===== src/rtl/apb_master.sv =====
// apb_master: request-to-APB requester FSM; `define APB_MASTER_TIMEOUT_EN adds an ACCESS-phase timeout abort
module apb_master #(
  parameter int ADDR_W = 32,
  parameter int DATA_W = 32,
  parameter int STRB_W = DATA_W/8,
  parameter int TIMEOUT_CYC = 255
) (
  input  logic              clk,
  input  logic              rst,
  input  logic              req_valid,
  output logic              req_ready,
  input  logic [ADDR_W-1:0] req_addr,
  input  logic              req_write,
  input  logic [DATA_W-1:0] req_wdata,
  input  logic [STRB_W-1:0] req_strb,
  output logic              rsp_valid,
  output logic [DATA_W-1:0] rsp_rdata,
  output logic              rsp_err,
  output logic              rsp_timeout,
  output logic [ADDR_W-1:0] PADDR,
  output logic              PWRITE,
  output logic [DATA_W-1:0] PWDATA,
  output logic [STRB_W-1:0] PSTRB,
  output logic              PSEL,
  output logic              PENABLE,
  input  logic [DATA_W-1:0] PRDATA,
  input  logic              PREADY,
  input  logic              PSLVERR
);
  typedef enum logic [1:0] {IDLE, SETUP, ACCESS, RESP} state_t;
  state_t r_state, w_next;
  logic w_accept, w_misalign, w_done, w_abort;
  logic r_err, r_timeout;
  logic [DATA_W-1:0] r_rdata;
  if (TIMEOUT_CYC < 1 || TIMEOUT_CYC > 65535) begin : g_timeout_cyc_out_of_range
  end
  assign w_accept   = req_valid && r_state == IDLE;
  assign w_misalign = req_addr[1:0] != 2'b00;
  assign w_done     = r_state == ACCESS && PREADY;
`ifdef APB_MASTER_TIMEOUT_EN
  logic [15:0] r_cnt;
  always_ff @(posedge clk or posedge rst)
    if (rst) r_cnt <= '0;
    else if (r_state == SETUP) r_cnt <= '0;
    else if (r_state == ACCESS && !PREADY) r_cnt <= r_cnt + 16'd1;
  assign w_abort = r_state == ACCESS && !PREADY && r_cnt == 16'(TIMEOUT_CYC);
`else
  assign w_abort = 1'b0;
`endif
  always_comb begin
    w_next = r_state == IDLE   ? (w_accept ? (w_misalign ? RESP : SETUP) : IDLE)
           : r_state == SETUP  ? ACCESS
           : r_state == ACCESS ? ((w_done || w_abort) ? RESP : ACCESS)
           : IDLE;
  end
  always_ff @(posedge clk or posedge rst)
    if (rst) r_state <= IDLE;
    else r_state <= w_next;
  always_ff @(posedge clk or posedge rst) begin
    if (rst) begin
      PADDR  <= '0;
      PWRITE <= 1'b0;
      PWDATA <= '0;
      PSTRB  <= '0;
    end else if (w_accept && !w_misalign) begin
      PADDR  <= req_addr;
      PWRITE <= req_write;
      PWDATA <= req_wdata;
      PSTRB  <= req_write ? req_strb : '0;
    end
  end
  always_ff @(posedge clk or posedge rst) begin
    if (rst) begin
      r_rdata   <= '0;
      r_err     <= 1'b0;
      r_timeout <= 1'b0;
    end else if (w_accept && w_misalign) begin
      r_rdata   <= '0;
      r_err     <= 1'b1;
      r_timeout <= 1'b0;
    end else if (w_done) begin
      r_rdata   <= PWRITE ? '0 : PRDATA;
      r_err     <= PSLVERR;
      r_timeout <= 1'b0;
    end else if (w_abort) begin
      r_rdata   <= '0;
      r_err     <= 1'b1;
      r_timeout <= 1'b1;
    end
  end
  assign req_ready   = r_state == IDLE;
  assign PSEL        = r_state == SETUP || r_state == ACCESS;
  assign PENABLE     = r_state == ACCESS;
  assign rsp_valid   = r_state == RESP;
  assign rsp_rdata   = r_rdata;
  assign rsp_err     = r_err;
  assign rsp_timeout = r_timeout;
endmodule


===== config.mk =====
export PLATFORM = sky130hd
export DESIGN_NAME = apb_master
export DESIGN_NICKNAME = d
export VERILOG_FILES = /design/src/rtl/apb_master.sv
export SDC_FILE = /design/constraint.sdc
export NUM_CORES = 1
export LEC_CHECK = 0
export CAP_MARGIN = 40
export CORE_MARGIN = 1.5
export CORE_UTILIZATION = 37
export DETAILED_ROUTE_END_ITERATION = 8
export GPL_TIMING_DRIVEN = 0
export MAX_ROUTING_LAYER = met4
export PLACE_DENSITY = 0.77
export RECOVER_POWER = 25
export SETUP_SLACK_MARGIN = 0.05
export SLEW_MARGIN = 10
export SYNTH_ARGS = -nofsm -noshare
export SYNTH_HDL_FRONTEND = slang
export SYNTH_SLANG_ARGS = --single-unit

===== constraint.sdc =====
create_clock -name clk -period 3.2 [get_ports clk]
set_clock_uncertainty 0.05 [all_clocks]
set_input_delay 0.48 -clock clk [delete_from_list [all_inputs] [get_ports clk]]
set_output_delay 0.48 -clock clk [all_outputs]
set_load 0.03 [all_outputs]

# Yosys cells after proc, flatten, opt, wreduce, memory -nomap -nowiden
# Index checks and enable logic that the tools add are counted.
# word_totals
reg_bits,105
inputBits,106
output_inout_bits,107
elab_cells,34
# op_classes
eq_ne,3
muxes,14
n_reduce_logical,9
# ops
operator,n
32-bit 2-to-1 mux,3
2-bit 2-to-1 mux,5
1-bit 2-to-1 mux,5
"2-bit equality test, second input constant",2
1-bit logical AND,4
4-bit 2-to-1 mux,1
2-bit nonzero test,2
"2-bit by 1-bit equality test with 1-bit output, second input constant",1
2-bit zero test,1
1-bit zero test,1
1-bit logical OR,1

# Depth between registers and ports, before layout
# Gate-level depths: netlist of the first run.
# depth
ltp_word,6
ltp_mapped,7

# Least setup slack after synthesis of the first run
# Ideal clock, no wire load.
# synth_timing
path_kind,reg2reg
startpoint,register r_state[0]
endpoint,register PWDATA[0]
setup_ns,0.125
t_arrival_ns,1.813
slack_ns,1.212
stages_incl_launch_ff,8
n_path_buf,3
synth_period_minus_slack_ns,1.988
path_cell_list,dfrtp_1 > inv_1 > ha_1 > and4bb_1 > buf_6 > buf_6 > buf_8 > mux2_4
# synth_via
elab_chain_cells,3
# synth_rtl
element,line,text
from (decl),31,"state_t r_state, w_next;"
from (signal assigned),58,else r_state <= w_next;
2-bit zero test,--,
via req_ready,11,"output logic req_ready,"
1-bit logical AND,37,assign w_accept = req_valid && r_state == IDLE;
1-bit logical AND,65,end else if (w_accept && !w_misalign) begin
to (signal assigned),68,PWDATA <= req_wdata;
to (decl),22,"output logic [DATA_W-1:0] PWDATA,"
# The timed path passes the listed nets, and every way through them passes these cells.
# A chain may end at the register's enable or synchronous reset.

# Worst setup path after layout of the first run
# layout_timing
startpoint,register r_state[0]
endpoint,output port req_ready
# layout_via
elab_chain_cells,1
# layout_rtl
element,line,text
2-bit zero test,91,assign req_ready = r_state == IDLE;
to (decl),11,
# No other way between the ends.

==> results of run 1 <==
==> logic make-up after synthesis <==
family	Yosys count	synth area share, %
flip-flops	104	58.02
AO/OA/AOI/OAI	69	11.72
multiplexers	67	17.04
AND/OR/NAND/NOR	40	7.224
buffers and inverters	38	4.519
adder cells (fa/ha/maj)	5	1.395
other	1	0.08360
==> worst min path at each step <==
stage | startpoint | endpoint | slack, ns
global placement | PADDR[1] | PADDR[1] | 0.44
floorplan | req_valid | r_state[0] | 0.56
finish | PADDR[20] | PADDR[20] | 0.46
detailed placement | PADDR[16] | PADDR[16] | 0.44
CTS | PADDR[20] | PADDR[20] | 0.46
global route | PWDATA[4] | PWDATA[4] | 0.48
==> synth_stat cells (all sizes together) <==
cell type  number
mux2           63
nor2            1
nand2           4
a21bo          32
ha              5
a311o           1
nor2b           2
a32o            1
inv             8
mux2i           4
and4bb          1
a21oi          32
o211a           1
clkbuf         10
a21boi          1
a21o            1
buf            20
conb            1
dfrtp         104
nand4b         32
==> power breakdown <==
group | switching [mW] | internal (mW) | total, mW
Combinational | 2.27 | 1.97 | 4.24
Clock | 0.489 | 0.806 | 1.30
Sequential | 0.339 | 1.95 | 2.29
Total | 3.10 | 4.73 | 7.83
==> area by class of cell <==
class	count	share of cell area, %
Inverter	8	0.4352
Clock inverter	5	1.427
Clock buffer	11	3.516
Sequential cell	104	36.21
Tap cell	147	2.559
Multi-Input combinational cell	182	23.38
Timing Repair Buffer	213	30.08
Buffer	30	2.402
==> per-layer routing <==
layer / vias to the layer above / share of wire (%) / track usage (%) / routed length, um
li1: 1607 / - / - / -
met1: 1744 / 41 / 23.44 / 5054
met2: 140 / 51 / 33.25 / 6256
met3: 24 / 5.6 / 3.696 / 688
met4: 0 / 2.5 / 8.333 / 313
met5: - / 0 / - / 0
==> sequential cells by signal (all words and copies together) (netlist names) <==
name and flops:
PADDR 32, PWDATA 32, rsp_rdata 32, PSTRB 4, r_state 2, PWRITE 1
rsp_err 1
==> stage by stage <==
stage | util, % | hold WS [ns] | worst slack, ns
6_report | 60.35 | 0.4566 | 0.8189
5_1_grt | 60.35 | 0.4780 | 0.7579
4_1_cts | 60.37 | 0.4602 | 0.7922
3_5_place_dp | 57.38 | 0.4443 | 0.9825
3_3_place_gp | 56.88 | 0.4357 | 0.3700
2_1_floorplan | - | 0.5594 | 1.212
==> flow_metrics.py, run 1 <==
metrics = {
    "worst_setup_path": {
        "path_class": "reg -> out",
        "required_ns": 2.67,
        "reg2regPathDepth": 6,
        "cp_max_fo": 6,
        "endpoint": "req_ready",
        "rr_startpoint": "r_state[0]",
        "worst-path-stages": 3,
        "critPathArrivalTime_ns": 1.85,
        "r2r_slack_ns": 1.22,
        "r2r-end": "rsp_rdata[31]",
        "cp_top_family": "buffers and inverters",
        "crit_start": "r_state[0]",
        "critPathSlowestCell": "clkdlybuf4s50_1",
        "max_stage_delay_ns": 0.73,
        "crit_buf_inv": 2,
        "end_kind": "primary output",
        "path_cells": "inv_1 -> ha_1 -> clkdlybuf4s50_1",
        "cp-start-kind": "flop",
    },
    "routing": {
        "ant_nets": 0,
        "drt_iter0_drc": 217,
        "viasPerCell": 5.021,
        "drt-total-wl_mm": 12.31,
        "wl_per_cell_um": 17.59,
        "via_count": 3515,
        "drt_first_pass_iters": 4,
        "drc": 0,
    },
    "sta": {
        "min_period_over_period_pct": 74.41,
        "finalSetupViolCount": 0,
        "finalSetupTns_ns": 0,
        "period_needed_ns": 2.381,
        "max_slew_margin_pct": 20.72,
        "clock.fmax_mhz": 420.0,
        "finalHoldViolCount": 0,
        "worstMarginPinSlew_ns": 1.183,
        "maxSlewViolCount": 0,
        "rsz0062_at_grt": "false",
    },
    "global_route": {
        "grt_pass1_wl_mm": 19.11,
        "grt_max_degree": 32,
        "antenna_found_initial": 0,
        "grt_pass1_vias": 3800,
        "globalRouteOverflowTotal": 0,
        "grt_use_total_pct": 19.79,
    },
    "layout": {
        "synthToLayoutAreaGrowth_pct": 60.25,
        "layout.cells.most_common": "clkdlybuf4s50_1",
        "n_fill_cell": 964,
        "final_cell_mix": "clkdlybuf4s50_1 (209), dfrtp_1 (104), mux2_2 (59)",
        "num_antenna_cells": 0,
        "seq_area_um2": 2603,
        "design_area_um2": 7188,
        "multi_input_area_um2": 1680,
        "final_cells": 700,
        "drive_gt1_share_pct": 24.05,
        "fin_nets": 659,
    },
    "placement": {
        "dp_hpwl_mm": 9.180,
        "port_buffers": 210,
        "placed_area_um2": 6835,
        "gp_congestion": 0.7551,
        "dp_cells": 684,
    },
    "clock_network": {
        "path_clk_slew_ns": 0.07,
        "numCtsBuffers": 9,
        "clk_latency_ns": 0.34,
        "numClockSinks": 104,
        "clockRootBuffer": "clkbuf_16",
        "cts_setup_buffers": 0,
        "tritoncts": "built",
        "cts_max_level": 3,
        "cts-resized-gates": 0,
        "clockBufferDepth": 2,
        "hold_buffers": 0,
    },
    "logic_synthesis": {
        "syn-cell-area_um2": 4486,
        "yosysUniqueCellTypes": 25,
        "synth_seq_cells": 104,
        "synth.largest_area_cell": "dfrtp_1",
        "avgSynthCellArea_um2": 13.84,
        "synth.top_cell.area_share_pct": 58.02,
        "synthTopCellsByArea": "dfrtp_1 (58%), mux2_2 (15%), a21bo_2 (7.1%), nand4b_1 (6.2%), a21oi_1 (3.6%)",
        "yosysSeqAreaShare_pct": 58.02,
        "syn_nets": 435,
        "yosys_warnings": 0,
        "syn_inst": 324,
    },
    "status": {
        "status": "finished, final reports clean",
    },
    "floorplanning": {
        "die_w_um": 113.1,
        "io_pins": 213,
        "die_area_um2": 12790,
        "die_y_um": 113.1,
        "start_util_pct": 37.66,
        "core.rowCount": 40,
        "core_area_um2": 11910,
    },
    "min_path": {
        "hp-class": "reg -> reg",
        "holdPathStages": 1,
    },
    "power_and_ir_drop": {
        "power_mw": 7.828,
        "p_leak_nw": 3.014,
        "ir_drop_v": 0.0005104,
        "power.density_nw_per_um2": 1089,
    },
    "run": {
        "drv_cap": 0,
    },
}
(Power assumes the default switching activity.)
==> run 2, diff against run 1 <==
- CORE_UTILIZATION: 37 -> 41
- PLACE_DENSITY: 0.77 -> 0.8
- clock period: 3.2 -> 2.4 ns (I/O delays scaled with it)
==> flow_metrics.py, run 2 (same netlist as run 1, synthesis figures left out) <==
metrics = {
    "routing": {
        "via_count": 3483,
        "ant_nets": 0,
        "drt_first_pass_iters": 4,
        "wl_per_cell_um": 17.16,
        "viasPerCell": 5.033,
        "drt-total-wl_mm": 11.87,
        "drc": 0,
        "drt_iter0_drc": 171,
    },
    "worst_setup_path": {
        "required_ns": 1.99,
        "reg2regPathDepth": 6,
        "path_cells": "inv_1 -> ha_1 -> clkdlybuf4s50_1",
        "max_stage_delay_ns": 0.69,
        "path_class": "reg -> out",
        "cp_max_fo": 3,
        "critPathArrivalTime_ns": 1.84,
        "critPathSlowestCell": "clkdlybuf4s50_1",
        "cp-start-kind": "flop",
        "end_kind": "primary output",
    },
    "placement": {
        "dp_hpwl_mm": 8.964,
        "placed_area_um2": 6807,
        "gp_congestion": 0.8035,
        "port_buffers": 210,
        "place_ws_ns": 0.3653,
    },
    "floorplanning": {
        "io_pins": 213,
        "core_area_um2": 10750,
        "core.rowCount": 38,
        "die_area_um2": 11580,
        "die_y_um": 107.6,
        "start_util_pct": 41.74,
        "die_w_um": 107.6,
    },
    "clock_network": {
        "cts_max_level": 3,
        "clk_latency_ns": 0.37,
        "clockRootBuffer": "clkbuf_8",
        "numClockSinks": 104,
        "numCtsBuffers": 9,
        "cts_setup_buffers": 0,
        "path_clk_slew_ns": 0.10,
        "hold_buffers": 0,
        "clockBufferDepth": 2,
        "tritoncts": "built",
    },
    "sta": {
        "holdWs_ns": 0.3532,
        "clock.fmax_mhz": 444.5,
        "period_needed_ns": 2.250,
        "max_slew_margin_pct": -11.77,
        "finalHoldViolCount": 0,
        "setup_ws_ns": 0.1503,
        "finalSetupViolCount": 0,
        "worstMarginPinSlew_ns": 1.667,
        "finalSetupTns_ns": 0,
        "min_period_over_period_pct": 93.74,
        "maxSlewViolCount": 35,
        "rsz0062_at_grt": "false",
    },
    "global_route": {
        "grt_use_total_pct": 21.04,
        "grt_pass1_wl_mm": 18.16,
        "globalRouteOverflowTotal": 0,
        "antenna_found_initial": 0,
        "grt_pass1_vias": 3606,
        "grt_max_degree": 37,
    },
    "power_and_ir_drop": {
        "p_leak_nw": 2.942,
        "power.density_nw_per_um2": 1397,
        "ir_drop_v": 0.0007119,
    },
    "layout": {
        "design_area_um2": 7012,
        "seq_area_um2": 2603,
        "layout.cells.most_common": "clkdlybuf4s50_1",
        "drive_gt1_share_pct": 23.91,
        "fin_nets": 658,
        "final_cell_mix": "clkdlybuf4s50_1 (208), dfrtp_1 (104), mux2_2 (59)",
        "synthToLayoutAreaGrowth_pct": 56.32,
        "num_antenna_cells": 0,
        "multi_input_area_um2": 1680,
        "n_fill_cell": 849,
    },
    "status": {
        "status": "finished, violations left",
        "failed_checks": "capacitance limit, slew limit",
    },
    "min_path": {
        "holdPathStages": 3,
        "hp-class": "in -> reg",
    },
    "run": {
        "drv_cap": 1,
    },
}
run 2: changes by cell type in the layout (fill, tap and decap cells not counted):
cell	before	now
clkinvlp_4	1	2
inv_6	0	1
clkbuf_16	9	0
bufinv_16	3	1
clkinv_4	0	1
dlymetal6s2s_1	0	1
buf_12	3	2
clkbuf_8	2	10
clkdlybuf4s50_1	209	208
run 2: metrics by stage:
stage                     cells  utilization [%]  power [mW]
after CTS                   692            65.25       9.871
after detailed placement    676            63.34       8.723
after global placement      674            62.97       8.581
after global routing        692            65.25       10.27
final                       692            65.25       9.795
after floorplan             324                -       6.339
run 2: cell type report:
cell class	instances	share of cell area [%]
Clock buffer	10	1.963
Clock inverter	6	0.9636
Multi-Input combinational cell	182	23.97
Timing Repair Buffer	212	30.59
Inverter	8	0.4461
Tap cell	140	2.498
Buffer	30	2.463
Sequential cell	104	37.12
run 2: worst max-delay path, delay by kind of cell, from the launching register on:
kind | cells | cell delay (ns)
fa+ha+maj | 1 | 0.31
buf+inv | 2 | 0.78
flops | 1 | 0.39
run 2: per-layer routing:
metal  global-route usage, %  vias up  routed length [um]
li1                        -     1604                   -
met3                   4.298       18                 893
met5                       -        -                   0
met2                   35.76      151                5903
met4                   7.801        0                 208
met1                   24.72     1710                4868
run 2: worst paths after layout:
path                       startpoint       endpoint  slack, ns
max                        r_state[0]           PSEL       0.15
min                            PREADY  rsp_rdata[20]       0.35
max reg2reg                r_state[0]  rsp_rdata[28]       0.45
min reg2reg                PWDATA[28]     PWDATA[28]       0.46
max in group asynchronous         rst   rsp_rdata[2]       0.69
min in group asynchronous         rst     PWDATA[13]       0.80
run 2: report_power, final:
part / total (mW) / internal (mW) / switching (mW)
logic: 5.63 / 2.62 / 3.00
clock network: 1.12 / 0.515 / 0.609
registers: 3.05 / 2.59 / 0.452
run 2: timing repair:
action                     CTS  global route
hold endpoints to repair     0             0
resized for setup            0             1
setup endpoints to repair    0             1
